==> src/rtl/lite16_pkg.sv <==
// Shared LITE-16 fetch types and constants.
// Used by the fetch unit and its prefetch FIFO.
package lite16_pkg;

    localparam int WORD_W = 16;
    localparam int ADDR_W = 16;
    localparam logic [ADDR_W-1:0] LITE16_RESET_PC = 16'h0000;

    typedef struct packed {
        logic [ADDR_W-1:0] pc;
        logic [WORD_W-1:0] instr;
    } fetch_entry_t;

    // Sequential fetch address; natural 16-bit wrap at the top of memory.
    function automatic logic [ADDR_W-1:0] pc_incr(input logic [ADDR_W-1:0] pc);
        return pc + 16'h0001;
    endfunction

endpackage

==> src/rtl/fetch_fifo.sv <==
// Prefetch FIFO of {pc, instr} pairs with synchronous flush.
// The head entry is presented straight from its register.
module fetch_fifo
    import lite16_pkg::*;
#(
    parameter int DEPTH = 2
) (
    input  logic         clk,
    input  logic         rst_n,
    input  logic         push,
    input  logic         pop,
    input  logic         flush,
    input  fetch_entry_t wr_entry,
    output logic         full,
    output logic         empty,
    output fetch_entry_t head
);

    localparam int PTR_W = (DEPTH > 1) ? $clog2(DEPTH) : 1;
    localparam int CNT_W = PTR_W + 1;
    localparam logic [CNT_W-1:0] FULL_CNT = CNT_W'(DEPTH);

    fetch_entry_t     mem_r [DEPTH];
    logic [PTR_W-1:0] rd_ptr_r;
    logic [PTR_W-1:0] wr_ptr_r;
    logic [CNT_W-1:0] count_r;

    assign full  = (count_r == FULL_CNT);
    assign empty = (count_r == {CNT_W{1'b0}});
    assign head  = mem_r[rd_ptr_r];

    // Entry storage; flush leaves contents alone since count hides them.
    always_ff @(posedge clk or negedge rst_n) begin
        if (!rst_n) begin
            for (int i = 0; i < DEPTH; i++) begin
                mem_r[i] <= '{pc: 16'h0000, instr: 16'h0000};
            end
        end else if (push && !flush) begin
            mem_r[wr_ptr_r] <= wr_entry;
        end else begin
            mem_r <= mem_r;
        end
    end

    // Pointers and occupancy; flush wins over any push or pop.
    always_ff @(posedge clk or negedge rst_n) begin
        if (!rst_n) begin
            rd_ptr_r <= {PTR_W{1'b0}};
            wr_ptr_r <= {PTR_W{1'b0}};
            count_r  <= {CNT_W{1'b0}};
        end else if (flush) begin
            rd_ptr_r <= {PTR_W{1'b0}};
            wr_ptr_r <= {PTR_W{1'b0}};
            count_r  <= {CNT_W{1'b0}};
        end else begin
            if (push) begin
                wr_ptr_r <= wr_ptr_r + {{(PTR_W-1){1'b0}}, 1'b1};
            end else begin
                wr_ptr_r <= wr_ptr_r;
            end
            if (pop) begin
                rd_ptr_r <= rd_ptr_r + {{(PTR_W-1){1'b0}}, 1'b1};
            end else begin
                rd_ptr_r <= rd_ptr_r;
            end
            case ({push, pop})
                2'b10:   count_r <= count_r + {{(CNT_W-1){1'b0}}, 1'b1};
                2'b01:   count_r <= count_r - {{(CNT_W-1){1'b0}}, 1'b1};
                default: count_r <= count_r;
            endcase
        end
    end

endmodule

==> src/rtl/fetch_unit.sv <==
// LITE-16 instruction fetch stage: owns the fetch PC, drives the ROM
// address and feeds decode through the prefetch FIFO.
module fetch_unit
    import lite16_pkg::*;
#(
    parameter int                FIFO_DEPTH = 2,
    parameter logic [ADDR_W-1:0] RESET_PC   = LITE16_RESET_PC
) (
    input  logic        clk,
    input  logic        rst_n,
    output logic [15:0] rom_address,
    input  logic [15:0] rom_data,
    input  logic        redirect_valid,
    input  logic [15:0] redirect_pc,
    input  logic        halt,
    output logic        instr_valid,
    input  logic        instr_ready,
    output logic [15:0] instr_data,
    output logic [15:0] instr_pc
);

    logic [ADDR_W-1:0] fetch_pc_r;
    logic              push_s;
    logic              pop_s;
    logic              full_s;
    logic              empty_s;
    fetch_entry_t      head_s;
    fetch_entry_t      wr_entry_s;

    // A redirect suppresses both sides so the stale head is dropped, not consumed.
    assign pop_s      = ~empty_s & instr_ready & ~redirect_valid;
    assign push_s     = ~redirect_valid & ~halt & (~full_s | pop_s);
    assign wr_entry_s = '{pc: fetch_pc_r, instr: rom_data};

    assign rom_address = fetch_pc_r;
    assign instr_valid = ~empty_s;
    assign instr_data  = head_s.instr;
    assign instr_pc    = head_s.pc;

    // Fetch PC: redirect first, then advance on every accepted fetch.
    always_ff @(posedge clk or negedge rst_n) begin
        if (!rst_n) begin
            fetch_pc_r <= RESET_PC;
        end else if (redirect_valid) begin
            fetch_pc_r <= redirect_pc;
        end else if (push_s) begin
            fetch_pc_r <= pc_incr(fetch_pc_r);
        end else begin
            fetch_pc_r <= fetch_pc_r;
        end
    end

    fetch_fifo #(
        .DEPTH (FIFO_DEPTH)
    ) u_fifo (
        .clk      (clk),
        .rst_n    (rst_n),
        .push     (push_s),
        .pop      (pop_s),
        .flush    (redirect_valid),
        .wr_entry (wr_entry_s),
        .full     (full_s),
        .empty    (empty_s),
        .head     (head_s)
    );

endmodule

==> config.mk <==
export PLATFORM = sky130hd
export DESIGN_NAME = fetch_unit
export DESIGN_NICKNAME = d
export VERILOG_FILES = /design/src/rtl/lite16_pkg.sv /design/src/rtl/fetch_fifo.sv /design/src/rtl/fetch_unit.sv
export SDC_FILE = /design/constraint.sdc
export NUM_CORES = 1
export LEC_CHECK = 0
export CELL_PAD_IN_SITES_DETAIL_PLACEMENT = 1
export CELL_PAD_IN_SITES_GLOBAL_PLACEMENT = 2
export CORE_MARGIN = 2
export CORE_UTILIZATION = 34
export CTS_CLUSTER_DIAMETER = 30
export DETAILED_ROUTE_END_ITERATION = 10
export HOLD_SLACK_MARGIN = 0.06
export PLACE_DENSITY = 0.8
export SLEW_MARGIN = 5
export SYNTH_ARGS = -nofsm -noshare
export SYNTH_HDL_FRONTEND = slang
export SYNTH_SLANG_ARGS = --single-unit
==> constraint.sdc <==
create_clock -name clk -period 2.26 [get_ports clk]
set_input_delay 0.226 -clock clk [delete_from_list [all_inputs] [get_ports clk]]
set_output_delay 0.226 -clock clk [all_outputs]
set_load 0.03 [all_outputs]
==> run metrics <==
run status=completed; detailed-route DRC error count=0; worst slew pin tran=0.527 ns; Num CTS Buffers=9; cell count after synthesis=302; Setup TNS=0 ns; Hold/Removal Path Class=input port to async pin; Buf+Inv Stages, Crit Path=2; gr usage total=0.161; crit path from=u_fifo.rd_ptr_r; Worst setup SP type=flip-flop; Critical Path RT=2.03 ns; area delta synth->final=34.2%; detail-routed via count per cell=4.99; final worst slack=0.102 ns; Avg Inst Size Synth=13.2 µm²; clk_skew=0.00450 ns; Post-Synth Adder-Cell Area=0.00314; Bufs on Longest Clock Path=2; # fillers=1,204; crit end category=output pin; clk sinks=84; DR WL/cell=18.0 µm; largest net degree at the start of global routing=45; CTS root buf=clkbuf_16; antenna violations before repair=0; DRT iter0 DRCs=70; Clk Latency, worst-skew pair=0.33 ns; Routed Antenna Nets=0; number of synthesized register bits=84; largest family of logic cells by synthesized area=multiplexers; Boundary Pins=86; CTS H-tree depth=3; core area=11,400 µm²; Synth Area in XOR/XNOR=0.0307; final wirelength=9800 µm; total number of vias=2,712; post-synthesis compound-gate area fraction=0.0298; die extent in y=112 µm; post-synth design cell area=3990 µm²; fmax=463 MHz; dpl ws=0.166 ns; port bufs=85; nets@finish=434; Setup Crit Path Kind=flip-flop to output pin; Detailed Place HPWL=6700 µm; crit path max fanout=25; minimum clock period=2.16 ns; Tcrit/Tclk final=0.955; VDD IR max=0.464 mV; sequential-to-total area share from yosys stat=0.527; critical-path cell list=buf_12, mux2_2, clkdlybuf4s50_1; Syn Nets=340; Top delay family on crit path=buffers and inverters; CP arrival=1.93 ns; Die X=112 µm; gr ovfl total=0; fraction of layout cells with a size suffix above 1=0.307; gp weighted congestion=0.723; clock-pin slew on the worst setup and hold paths=0.06 ns; Pre-Repair DR Iteration Count=4; Rel. slew slack=0.649; ant diodes=0; Netlist cell types=33; CP max-delay cell=clkdlybuf4s50_1; power per cell area=962 nW/µm²; post_cts resized=0; die area=12,600 µm²; Slew Viols, Final=0; final hold violations=0; vias in the first global route=2,978; leak pwr=2.18 nW; Starting Density=0.349; # setup viols final=0; Max Cap Viol=0; RSZ-0062 raised after global routing=false; CTS tree=yes; CP peak stage delay=0.59 ns; Std-Cell Rows=39; Ys Warns=0; FF-to-FF Start=rom_address[1]; Synth Area in Simple Gates=0.0797; first-pass GRT wire length=15,900 µm; Design Power=0.00515 W; hold slack=0.418 ns; mux cell area share after synthesis=0.300
[cell type report]
type | instances | area (µm²) | share of cell area
Sequential cell | 84 | 2100 | 0.393
Clock buffer | 13 | 250 | 0.0467
Tap cell | 143 | 179 | 0.0334
Multi-Input combinational cell | 196 | 1780 | 0.332
Clock inverter | 3 | 22.5 | 0.00421
Inverter | 5 | 18.8 | 0.00351
Timing Repair Buffer | 100 | 1000 | 0.187
[final timing paths]
kind                               endpoint  slack [ns]  cells past startpoint
min in group clk            rom_address[13]        0.45                      3
max reg2reg                 rom_address[14]        0.48                      5
min reg2reg                u_fifo.mem_r[11]        0.48                      1
min                         u_fifo.mem_r[9]        0.42                      2
max                          instr_data[13]        0.10                      3
max in group asynchronous  u_fifo.mem_r[53]        1.22                      3
[where the power goes]
group	switching, W	internal, W	total (W)
Clock	0.000590	0.000776	0.00137
Combinational	0.000783	0.000894	0.00168
Sequential	0.000239	0.00187	0.00211
[placed cells by master, fill, tap and decap left out, drive strengths merged, types with 4 or more instances in the layout]
master,n
buf,19
nand4,4
nor2,11
mux2i,4
nand2,21
nor3,4
inv,5
mux2,96
o21ai,15
nor4,6
nand3,4
clkbuf,13
clkdlybuf4s50,80
xnor2,13
dfrtp,84
[synth_stat cells (all sizes together)]
master  instances  area share
a21oi           1      0.0013
a31o            2      0.0044
a31oi           2      0.0031
and3            1      0.0016
buf             9       0.018
clkbuf          8      0.0075
dfrtp          84        0.53
ha              1      0.0031
inv             5      0.0047
mux2           96        0.29
mux2i           4       0.010
nand2          21       0.020
nand3           4      0.0050
nand3b          1      0.0019
nand4           4      0.0063
nand4b          1      0.0022
nor2           11       0.011
nor2b           1      0.0016
nor3            4      0.0050
nor3b           3      0.0085
nor4            6       0.011
nor4b           2      0.0044
o21ai          15       0.019
o311ai          1      0.0022
or2             1      0.0016
xnor2          13       0.029
xor2            1      0.0022
[cell families after synthesis]
| family | count (synthesis) |
|---|---|
| and+or+nand+nor | 60 |
| xor gates and xnor gates | 14 |
| adders and majority gates | 1 |
| muxes | 100 |
| buffers and inverters | 22 |
| AOI/OAI and AO/OA | 21 |
| DFF | 84 |
[state kept, by name, indices dropped and copies added (netlist names)]
signal	flops
u_fifo.rd_ptr_r	1
u_fifo.count_r	2
u_fifo.mem_r	64
u_fifo.wr_ptr_r	1
rom_address	16
[metal layers]
metal / GRT usage / part of all wire / wire [µm]
met2: 0.263 / 0.47 / 4610
met4: 0.0431 / 0.010 / 98
met3: 0.0437 / 0.047 / 456
met5: 0 / 0 / 0
met1: 0.213 / 0.47 / 4640
[repair_timing]
item	in CTS	in global routing
hold buffers	1	0
buffers inserted	0	0
setup endpoints to repair	0	0
hold endpoints to repair	40	0
[metrics by stage]
step	utilization	std cells	area [µm²]
6_report	0.469	544	5350
5_1_grt	0.469	544	5350
4_1_cts	0.469	544	5350
3_5_place_dp	0.444	527	5070
3_3_place_gp	0.444	527	5070
2_1_floorplan	-	302	3990
Power figures use the tool's default switching activity.
==> edit, RTL diff (same settings) <==
`FIFO_DEPTH`: 2 -> 1.
--- a/src/rtl/fetch_unit.sv
+++ b/src/rtl/fetch_unit.sv
@@ -3,7 +3,7 @@
 module fetch_unit
     import lite16_pkg::*;
 #(
-    parameter int                FIFO_DEPTH = 2,
+    parameter int                FIFO_DEPTH = 1,
     parameter logic [ADDR_W-1:0] RESET_PC   = LITE16_RESET_PC
 ) (
     input  logic        clk,
Check against the original RTL: not equivalent (a bounded check fails within 4 cycles, from zero or initial values and one cycle with rst_n low).
==> edit against the unedited design <==
- count of clock-buffer cells in the layout down 6
- clock power is 58% lower
- worst setup slack improved by 0.10 ns
- total power down 19%
- synthesized cell count is 34% lower
- die area is 38% lower
- sequential share of layout area down 3.2 points
- synthesized area fell by 39%
- routed wire length fell by 40%
- sequential cell count fell by 33
- critical endpoint is now u_fifo.mem_r[26]$_DFFE_PN0P_
- final area shrank 34%
- global-route usage fell by 0.63 points
==> edit: results (changes against the unedited design) <==
metric,value,unit,change
largest_register_ffs,32,,-50%
placed_area,3430,um^2,-32%
status,"finished, final reports clean",,
synthCells,200,,-34%
numCtsBuffers,5,,-4
syn_nets,240,,-29%
preCtsSetupSlack,0.123,ns,-0.0431 ns
crit_fanout,19,,-24%
postCtsSetupRepairBufs,0,,unchanged
grt_pass1_vias,1937,,-35%
via_per_inst,4.84,,-3.0%
firstDrtPassIters,4,,unchanged
nNetsFinal,333,,-23%
dpl.hpwl,4280,um,-36%
worstPathArrival,2.24,ns,+0.31 ns
grt_max_degree,42,,-6.7%
synthFlopType,dfrtp_1,,
avgRoutedWirePerCell,15.0,um,-17%
p_switching,1.65,mW,+2.7%
grt_use_total,15.5,%,-0.63 points
place_inst,381,,-28%
p_leak,1.41,nW,-36%
worst_pin_slew,0.464,ns,-0.0627 ns
yosys-top-cells-area,"dfrtp_1 (53%), mux2_2 (14%), xnor2_1 (3.2%)",,
gp_congestion,0.707,,-2.2%
clk_pin_slew,0.09,ns,+0.03 ns
wl,5870,um,-40%
drt_iter0_drc,51,,-27%
drive_above_1_share,19.4,%,-11 points
cts_root_buf,clkbuf_8,,
synth_commonest_cells,"dfrtp_1 (51), mux2_2 (31), nand2_1 (18), o21ai_0 (9), xnor2_1 (9)",,
finClkSkew,0.00570,ns,+0.00119 ns
holdCritPathClass,in -> async,,
h-tree-depth,2,,-1
numPortBuffers,85,,unchanged
ys_seq_area_share,52.6,%,-0.15 points
grt_pass1_wl,9460,um,-41%
ys_types,39,,+18%
vdd_drop_max,0.521,mV,+12%
clk_latency,0.29,ns,-0.04 ns
==> edit: cell count changes in the layout (fill, tap and decap cells not counted), moves of 7 or more <==
cell | unedited run | this run
dfrtp_1 | 84 | 51
mux2_4 | 20 | 0
buf_4 | 15 | 8
clkbuf_16 | 9 | 0
mux2_1 | 12 | 1
mux2_2 | 64 | 31
==> edit: repair_timing <==
| item | CTS | global route |
|---|---|---|
| hold buffers | 1 | 0 |
| hold endpoints to repair | 17 | 0 |
| resized for setup | 0 | 0 |
| endpoints found under the setup margin | 0 | 0 |
==> edit: worst paths after layout <==
path | from | to | slack [ns] | depth (start not counted)
setup / recovery | u_fifo.count_r[0]$_DFFE_PN0P_ | u_fifo.mem_r[26]$_DFFE_PN0P_ | 0.21 | 7
hold / removal | rst_n | u_fifo.mem_r[10]$_DFFE_PN0P_ | 0.42 | 2
setup reg to reg | u_fifo.count_r[0]$_DFFE_PN0P_ | u_fifo.mem_r[26]$_DFFE_PN0P_ | 0.21 | 7
hold reg to reg | u_fifo.mem_r[4]$_DFFE_PN0P_ | u_fifo.mem_r[4]$_DFFE_PN0P_ | 0.50 | 1
max in group asynchronous | rst_n | rom_address[1]$_DFFE_PN0P_ | 1.30 | 3
min in group clk | redirect_pc[8] | rom_address[8]$_DFFE_PN0P_ | 0.47 | 3
==> edit: metal layers <==
| metal | vias up | share of wire (%) | track usage, % |
|---|---|---|---|
| li1 | 891 | - | - |
| met1 | 946 | 45 | 20.7 |
| met5 | - | 0 | 0 |
| met4 | 0 | 0.94 | 3.72 |
| met3 | 5 | 3.6 | 2.80 |
| met2 | 44 | 50 | 26.2 |
==> edit: worst max-delay path, stage by stage (launching register included) <==
cell      delay (ns)
dfrtp_1         0.36
inv_1           0.07
ha_1            0.21
nand2b_4        0.23
a21oi_4         0.18
nor3b_4         0.21
buf_4           0.31
mux2_2          0.37
==> edit: kinds of logic after synthesis <==
group                      Yosys count  synth area share, %
buffers and inverters               17                 3.45
adders and majority gates            3                 1.55
DFF                                 51                 52.6
and+or+nand+nor                     53                 11.8
xor gates and xnor gates             9                 3.25
AOI/OAI and AO/OA                   30                 10.5
muxes                               37                 16.9
==> edit: power by group through the flow <==
stage | Sequential (mW) | Combinational, mW | Clock [mW]
finish | 1.46 | 2.15 | 0.580
global route | 1.52 | 2.28 | 0.633
CTS | 1.47 | 2.18 | 0.603
detailed placement | 1.49 | 2.17 | 0
global placement | 1.48 | 2.14 | 0
floorplan | 2.12 | 0.614 | 0
==> edit: layout make-up <==
cell class	count	area (um^2)
fillers	749	3330
clock inverters	1	7.51
flip-flops and latches	51	1280
multi-input cells	132	1070
repair buffers	95	936
clock buffers	7	96.3
well taps	96	120
inverters	8	30.0
